### src/rtl/grey_code_n.sv
// Gray-code up/down counter driven by asynchronous edge requests, with
// synchronous load, wrap/saturate ends and a post-reset hold window.
module grey_code_n #(
  parameter int WIDTH       = 6,
  parameter int SYNC_STAGES = 3,
  parameter bit WRAP        = 1'b1
) (
  input  logic             clk,
  input  logic             rst,
  input  logic             incr,
  input  logic             decr,
  input  logic             load,
  input  logic [WIDTH-1:0] load_val,
  output logic [WIDTH-1:0] grey,
  output logic [WIDTH-1:0] bin,
  output logic             step,
  output logic             at_max,
  output logic             at_min
);

  localparam logic [WIDTH-1:0] MAX_VAL = '1;
  localparam logic [WIDTH-1:0] ONE     = {{(WIDTH-1){1'b0}}, 1'b1};
  localparam logic [WIDTH-1:0] DN_RST  = {1'b1, {(WIDTH-1){1'b0}}};
  localparam logic [3:0]       HOLD_CYCLES = 4'd8;

  function automatic logic [WIDTH-1:0] to_gray(input logic [WIDTH-1:0] b);
    return b ^ (b >> 1);
  endfunction

  logic [3:0]             hold_q;
  logic                   hold_active;
  logic [SYNC_STAGES:0]   incr_sync_q, decr_sync_q;
  logic                   incr_req, decr_req;
  logic [WIDTH-1:0]       bin_q, bin_d, grey_q, grey_d;
  logic [WIDTH-1:0]       up_grey_q, up_grey_d, dn_grey_q, dn_grey_d;
  logic                   step_q, step_d, at_max_q, at_max_d, at_min_q, at_min_d;

  assign hold_active = (hold_q != HOLD_CYCLES);

  // NOTE: sequential state uses non-blocking assignments so every flop samples pre-edge values.
  always_ff @(posedge clk or negedge rst) begin
    if (!rst) begin
      hold_q <= 4'd0;
    end else if (hold_active) begin
      hold_q <= hold_q + 4'd1;
    end
  end

  // Top bit of each chain is the edge-detect flop; the chains stay cleared while holding.
  always_ff @(posedge clk or negedge rst) begin
    if (!rst) begin
      incr_sync_q <= '0;
      decr_sync_q <= '0;
    end else if (hold_active) begin
      incr_sync_q <= '0;
      decr_sync_q <= '0;
    end else begin
      incr_sync_q <= {incr_sync_q[SYNC_STAGES-1:0], incr};
      decr_sync_q <= {decr_sync_q[SYNC_STAGES-1:0], decr};
    end
  end

  assign incr_req = incr_sync_q[SYNC_STAGES-1] & ~incr_sync_q[SYNC_STAGES];
  assign decr_req = decr_sync_q[SYNC_STAGES-1] & ~decr_sync_q[SYNC_STAGES];

  // NOTE: every comb output gets a default first so no latch is inferred.
  always_comb begin
    bin_d  = bin_q;
    grey_d = grey_q;
    step_d = 1'b0;
    if (!hold_active) begin
      if (load) begin
        bin_d  = load_val;
        grey_d = to_gray(load_val);
      end else if (incr_req && decr_req) begin
        bin_d = bin_q;
      end else if (incr_req) begin
        if (WRAP || (bin_q != MAX_VAL)) begin
          bin_d  = bin_q + ONE;
          grey_d = up_grey_q;
          step_d = 1'b1;
        end
      end else if (decr_req) begin
        if (WRAP || (bin_q != '0)) begin
          bin_d  = bin_q - ONE;
          grey_d = dn_grey_q;
          step_d = 1'b1;
        end
      end
    end
    up_grey_d = to_gray(bin_d + ONE);
    dn_grey_d = to_gray(bin_d - ONE);
    at_max_d  = (bin_d == MAX_VAL);
    at_min_d  = (bin_d == '0);
  end

  always_ff @(posedge clk or negedge rst) begin
    if (!rst) begin
      bin_q     <= '0;
      grey_q    <= '0;
      up_grey_q <= ONE;
      dn_grey_q <= DN_RST;
      step_q    <= 1'b0;
      at_max_q  <= 1'b0;
      at_min_q  <= 1'b1;
    end else begin
      bin_q     <= bin_d;
      grey_q    <= grey_d;
      up_grey_q <= up_grey_d;
      dn_grey_q <= dn_grey_d;
      step_q    <= step_d;
      at_max_q  <= at_max_d;
      at_min_q  <= at_min_d;
    end
  end

  assign grey   = grey_q;
  assign bin    = bin_q;
  assign step   = step_q;
  assign at_max = at_max_q;
  assign at_min = at_min_q;

endmodule

### config.mk
export PLATFORM = sky130hd
export DESIGN_NAME = grey_code_n
export DESIGN_NICKNAME = d
export VERILOG_FILES = /design/src/rtl/grey_code_n.sv
export SDC_FILE = /design/constraint.sdc
export NUM_CORES = 1
export LEC_CHECK = 0
export ABC_AREA = 1
export CAP_MARGIN = 20
export CORE_ASPECT_RATIO = 0.8
export CORE_MARGIN = 2
export CORE_UTILIZATION = 35
export CTS_CLUSTER_DIAMETER = 150
export DETAILED_ROUTE_END_ITERATION = 10
export PLACE_DENSITY = 0.62
export RECOVER_POWER = 25
export SYNTH_ARGS = -nofsm -noshare
export SYNTH_HDL_FRONTEND = slang
export SYNTH_SLANG_ARGS = --single-unit
### constraint.sdc
create_clock -name clk -period 3.3 [get_ports clk]
set_clock_uncertainty 0.15 [all_clocks]
set_input_delay 0.66 -clock clk [delete_from_list [all_inputs] [get_ports clk]]
set_output_delay 0.66 -clock clk [all_outputs]
set_load 0.05 [all_outputs]
==> run_summary.xml <==
<?xml version="1.0" encoding="UTF-8"?>
<metrics>
  <group name="timing">
    <metric name="min_period" unit="ps">2770</metric>
    <metric name="fmaxAchievable" unit="MHz">361</metric>
    <metric name="worst_slew_pin_slew" unit="ps">2080</metric>
    <metric name="timing.final.setup_violations" unit="">0</metric>
    <metric name="final_critical_path_setup_slack" unit="ps">533</metric>
    <metric name="fin_hold_ws" unit="ps">319</metric>
    <metric name="layout_worst_path_cycle_share" unit="">0.839</metric>
    <metric name="maxSlewHeadroom" unit="">-0.384</metric>
    <metric name="timing.setup.tns" unit="ps">0</metric>
    <metric name="timing_max_transition_violations_final" unit="">40</metric>
    <metric name="unrepaired_setup_endpoints_after_global_routing" unit="">false</metric>
    <metric name="timing_hold_violations_final" unit="">0</metric>
  </group>
  <group name="floorplan">
    <metric name="design.core.area" unit="mm²">0.00651</metric>
    <metric name="die-width" unit="µm">96.5</metric>
    <metric name="fp-row-count" unit="">26</metric>
    <metric name="die_height" unit="µm">78.0</metric>
    <metric name="die_area" unit="mm²">0.00752</metric>
    <metric name="floorplan.io_pins" unit="">26</metric>
    <metric name="start_util" unit="">0.368</metric>
  </group>
  <group name="clocking">
    <metric name="clkLatencyLatePin" unit="ps">290</metric>
    <metric name="total_cts_buffers" unit="">5</metric>
    <metric name="tritoncts" unit="">yes</metric>
    <metric name="postCtsHoldBufs" unit="">0</metric>
    <metric name="cts_sinks" unit="">39</metric>
    <metric name="path_clk_slew" unit="ps">80</metric>
    <metric name="ctsHtreeMaxLevel" unit="">2</metric>
    <metric name="cts.repair.resized" unit="">0</metric>
    <metric name="clk_root_buffer_cell" unit="">clkbuf_8</metric>
    <metric name="cts.repair_timing.setup_buffer_count" unit="">0</metric>
    <metric name="clock_tree.buffer_depth" unit="">2</metric>
  </group>
  <group name="synthesis">
    <metric name="netlist-cell-type-count" unit="">34</metric>
    <metric name="synth_most_common_cell" unit="">nand2_1</metric>
    <metric name="synthesis.nets" unit="">313</metric>
    <metric name="area_share_of_fa_ha_maj_cells_after_synthesis" unit="">0.0418</metric>
    <metric name="synth_edf_count" unit="">0</metric>
    <metric name="netlist.top_cell.by_area" unit="">dfrtp_1</metric>
    <metric name="async_flop_share" unit="">1.00</metric>
    <metric name="synth_warnings" unit="">0</metric>
    <metric name="netlist_top_cells_area" unit="">dfrtp_1, nand2_1, inv_1, nand3_1, nor2_1</metric>
    <metric name="postSynthRegisterBits" unit="">39</metric>
    <metric name="synth_sequential_area_ratio" unit="">0.409</metric>
    <metric name="syn_area" unit="mm²">0.00239</metric>
    <metric name="dominant_combinational_cell_family_by_area_after_synthesis" unit="">simple AND/OR/NAND/NOR gates</metric>
    <metric name="synth-simple-area-share" unit="">0.350</metric>
    <metric name="postSynthCellCount" unit="">294</metric>
    <metric name="synth_top_flop_cell" unit="">dfrtp_1</metric>
    <metric name="muxShareOfSynthArea" unit="">0</metric>
    <metric name="synth_compound_gate_area_share" unit="">0.0768</metric>
    <metric name="synth_top_area_frac" unit="">0.376</metric>
    <metric name="synthTopCellsByCount" unit="">nand2_1, dfrtp_1, inv_1, nor2_1, nand3_1</metric>
    <metric name="synth_area_per_cell" unit="µm²">8.14</metric>
    <metric name="post_synth_xor_area_fraction" unit="">0.0397</metric>
  </group>
  <group name="global_routing">
    <metric name="maximum_number_of_pins_on_one_net_before_global_route_repair" unit="">40</metric>
    <metric name="grt-ovfl-total" unit="">0</metric>
    <metric name="grt_usage" unit="">0.148</metric>
    <metric name="grt_first_pass_wirelength" unit="µm">8630</metric>
    <metric name="vias_in_the_first_global_route" unit="">1788</metric>
    <metric name="antenna_found_initial" unit="">0</metric>
  </group>
  <group name="power">
    <metric name="static-leakage-power" unit="nW">1.37</metric>
    <metric name="p_per_area" unit="mW/mm²">548</metric>
    <metric name="max-vdd-ir-drop" unit="mV">0.230</metric>
  </group>
  <group name="worst_setup_path">
    <metric name="critPathArrivalTime" unit="ps">2840</metric>
    <metric name="worst_path_dominant_cell_family" unit="">simple AND/OR/NAND/NOR gates</metric>
    <metric name="timing.critical_path.mode_cell" unit="">nand2_1</metric>
    <metric name="cp_cell_sequence" unit="">inv_2, nor2_4, ha_1, inv_1, o21ai_0, inv_1, nand2_1, nand2_1, nand2_1, nand2_4, inv_1, ha_1, nand2_2, nor2_1, nand2_1, nand2_1, xor2_1</metric>
    <metric name="crit_path_max_incr_delay" unit="ps">410</metric>
    <metric name="regToRegStartpoint" unit="">incr_sync_q[2]$_DFF_PN0_</metric>
    <metric name="path_max_fanout" unit="">10</metric>
    <metric name="worstPathBufferInverterCount" unit="">4</metric>
    <metric name="cp_slowest_cell" unit="">dfrtp_1</metric>
    <metric name="crit_required" unit="ps">3370</metric>
    <metric name="reg2reg_depth" unit="">17</metric>
    <metric name="reg2reg_slack" unit="ps">530</metric>
    <metric name="crit_path_start_kind" unit="">register</metric>
    <metric name="critical_path.reg2reg.endpoint" unit="">dn_grey_q[3]$_DFF_PN0_</metric>
    <metric name="endpoint_kind" unit="">register</metric>
    <metric name="timing.setup.critical_path_class" unit="">register to register</metric>
  </group>
  <group name="layout">
    <metric name="finalNetCount" unit="">341</metric>
    <metric name="final-seq-area" unit="µm²">980</metric>
    <metric name="fin_util" unit="">0.437</metric>
    <metric name="fill_cells" unit="">667</metric>
    <metric name="area.growth.synth_to_final" unit="%">18.9</metric>
    <metric name="layout-drive-gt1-share" unit="">0.186</metric>
    <metric name="area_used_by_multi_input_combinational_logic" unit="mm²">0.00122</metric>
    <metric name="antenna_cells" unit="">0</metric>
  </group>
  <group name="min_path">
    <metric name="hold_path.startpoint" unit="">incr_sync_q[0]$_DFF_PN0_</metric>
    <metric name="hold_path.class" unit="">register to register</metric>
    <metric name="hold-path-endpoint" unit="">incr_sync_q[1]$_DFF_PN0_</metric>
    <metric name="min_path_cells" unit="">2</metric>
  </group>
  <group name="drt">
    <metric name="ant_nets" unit="">0</metric>
    <metric name="wl_per_cell" unit="µm">12.6</metric>
    <metric name="vias_after_detailed_routing" unit="">1894</metric>
    <metric name="remaining_drc_errors" unit="">0</metric>
    <metric name="first_pass_iters" unit="">4</metric>
    <metric name="routed_wl" unit="µm">5110</metric>
    <metric name="first_iter_violations" unit="">63</metric>
    <metric name="avgViaCountPerCell" unit="">4.65</metric>
  </group>
  <group name="place">
    <metric name="portBuffers" unit="">25</metric>
    <metric name="pre_cts_slack" unit="ps">440</metric>
    <metric name="gp_routability_congestion" unit="">0.856</metric>
    <metric name="dpl_wire_length" unit="µm">3770</metric>
  </group>
  <group name="status">
    <metric name="violations" unit="">max-capacitance violations, max-slew violations</metric>
    <metric name="outcome" unit="">finished, violations left</metric>
  </group>
  <group name="run">
    <metric name="timing.max_cap.violations" unit="">1</metric>
  </group>
</metrics>
==> metrics by stage <==
step	instance area, µm²	total power, mW	cells
global placement	2710	1.09	399
floorplan	2390	0.957	294
CTS	2850	1.58	407
detailed placement	2710	1.10	399
global route	2850	1.65	407
finish	2850	1.56	407
==> where the power goes <==
group / leakage [nW] / switching [mW] / total (mW) / internal (mW)
Combinational: 0.846 / 0.312 / 0.474 / 0.162
Clock: 0.0654 / 0.170 / 0.472 / 0.302
Sequential: 0.462 / 0.0502 / 0.613 / 0.563
Total: 1.37 / 0.532 / 1.56 / 1.03
==> registers in the layout, summed over array words and instances (netlist names) <==
name / count
at_max: 1
at_min: 1
bin: 6
decr_sync_q: 4
dn_grey_q: 6
grey: 6
hold_q: 4
incr_sync_q: 4
step: 1
up_grey_q: 6
==> worst max-delay path by stage <==
stage,endpoint,from,cells after the start,slack [ps]
floorplan,dn_grey_q[3]$_DFF_PN0_,bin[0]$_DFF_PN0_,15,690
global placement,up_grey_q[4]$_DFF_PN0_,load,15,490
detailed placement,up_grey_q[4]$_DFF_PN0_,load,15,440
CTS,dn_grey_q[3]$_DFF_PN0_,incr_sync_q[2]$_DFF_PN0_,17,550
global route,dn_grey_q[3]$_DFF_PN0_,incr_sync_q[2]$_DFF_PN0_,17,240
finish,dn_grey_q[3]$_DFF_PN0_,incr_sync_q[2]$_DFF_PN0_,17,530
==> layout by cell type, fill, tap and decap left out, types with 2 or more instances in the layout <==
cell type / n
inv_4: 2
o21ai_0: 17
clkbuf_1: 2
a21oi_2: 3
nand2_1: 66
nand2_2: 13
nor2_4: 4
dfrtp_1: 36
nand3_1: 22
clkbuf_8: 5
clkdlybuf4s50_1: 24
nor3_1: 2
a21oi_1: 9
nor2_1: 29
nand3_2: 6
dfstp_2: 3
xor2_1: 5
nand2_4: 7
xnor2_1: 4
inv_1: 30
nand4_1: 4
ha_1: 8
inv_2: 9
bufinv_16: 2
==> routing by layer <==
layer	GRT usage	vias to the layer above	share of wire
met4	0.0465	0	0.011
met5	0	-	0
met2	0.212	51	0.41
met3	0.0272	7	0.070
li1	-	991	-
met1	0.224	845	0.51
==> final cells by class <==
| cell class | instances | area share |
|---|---|---|
| well taps | 84 | 0.0369 |
| inverters | 41 | 0.0558 |
| repair buffers | 26 | 0.0884 |
| multi-input cells | 209 | 0.428 |
| clock buffers | 6 | 0.0255 |
| clock inverters | 2 | 0.0211 |
| flip-flops and latches | 39 | 0.344 |
==> tightest hold or removal path, delay by kind of cell (launching register included) <==
family	cells	cell delay, ps
buf+inv	1	50
flops	1	360
simple gates	1	30
==> cells by family (layout without fill, tap and decap cells) <==
kind of cell	after synthesis	in the layout
XOR/XNOR	10	10
buffers and inverters	46	75
flip-flops	39	39
AO/OA/AOI/OAI	33	33
AND/OR/NAND/NOR	158	158
adder cells (fa/ha/maj)	8	8
Note: power is estimated with default switching activity, not from simulation.
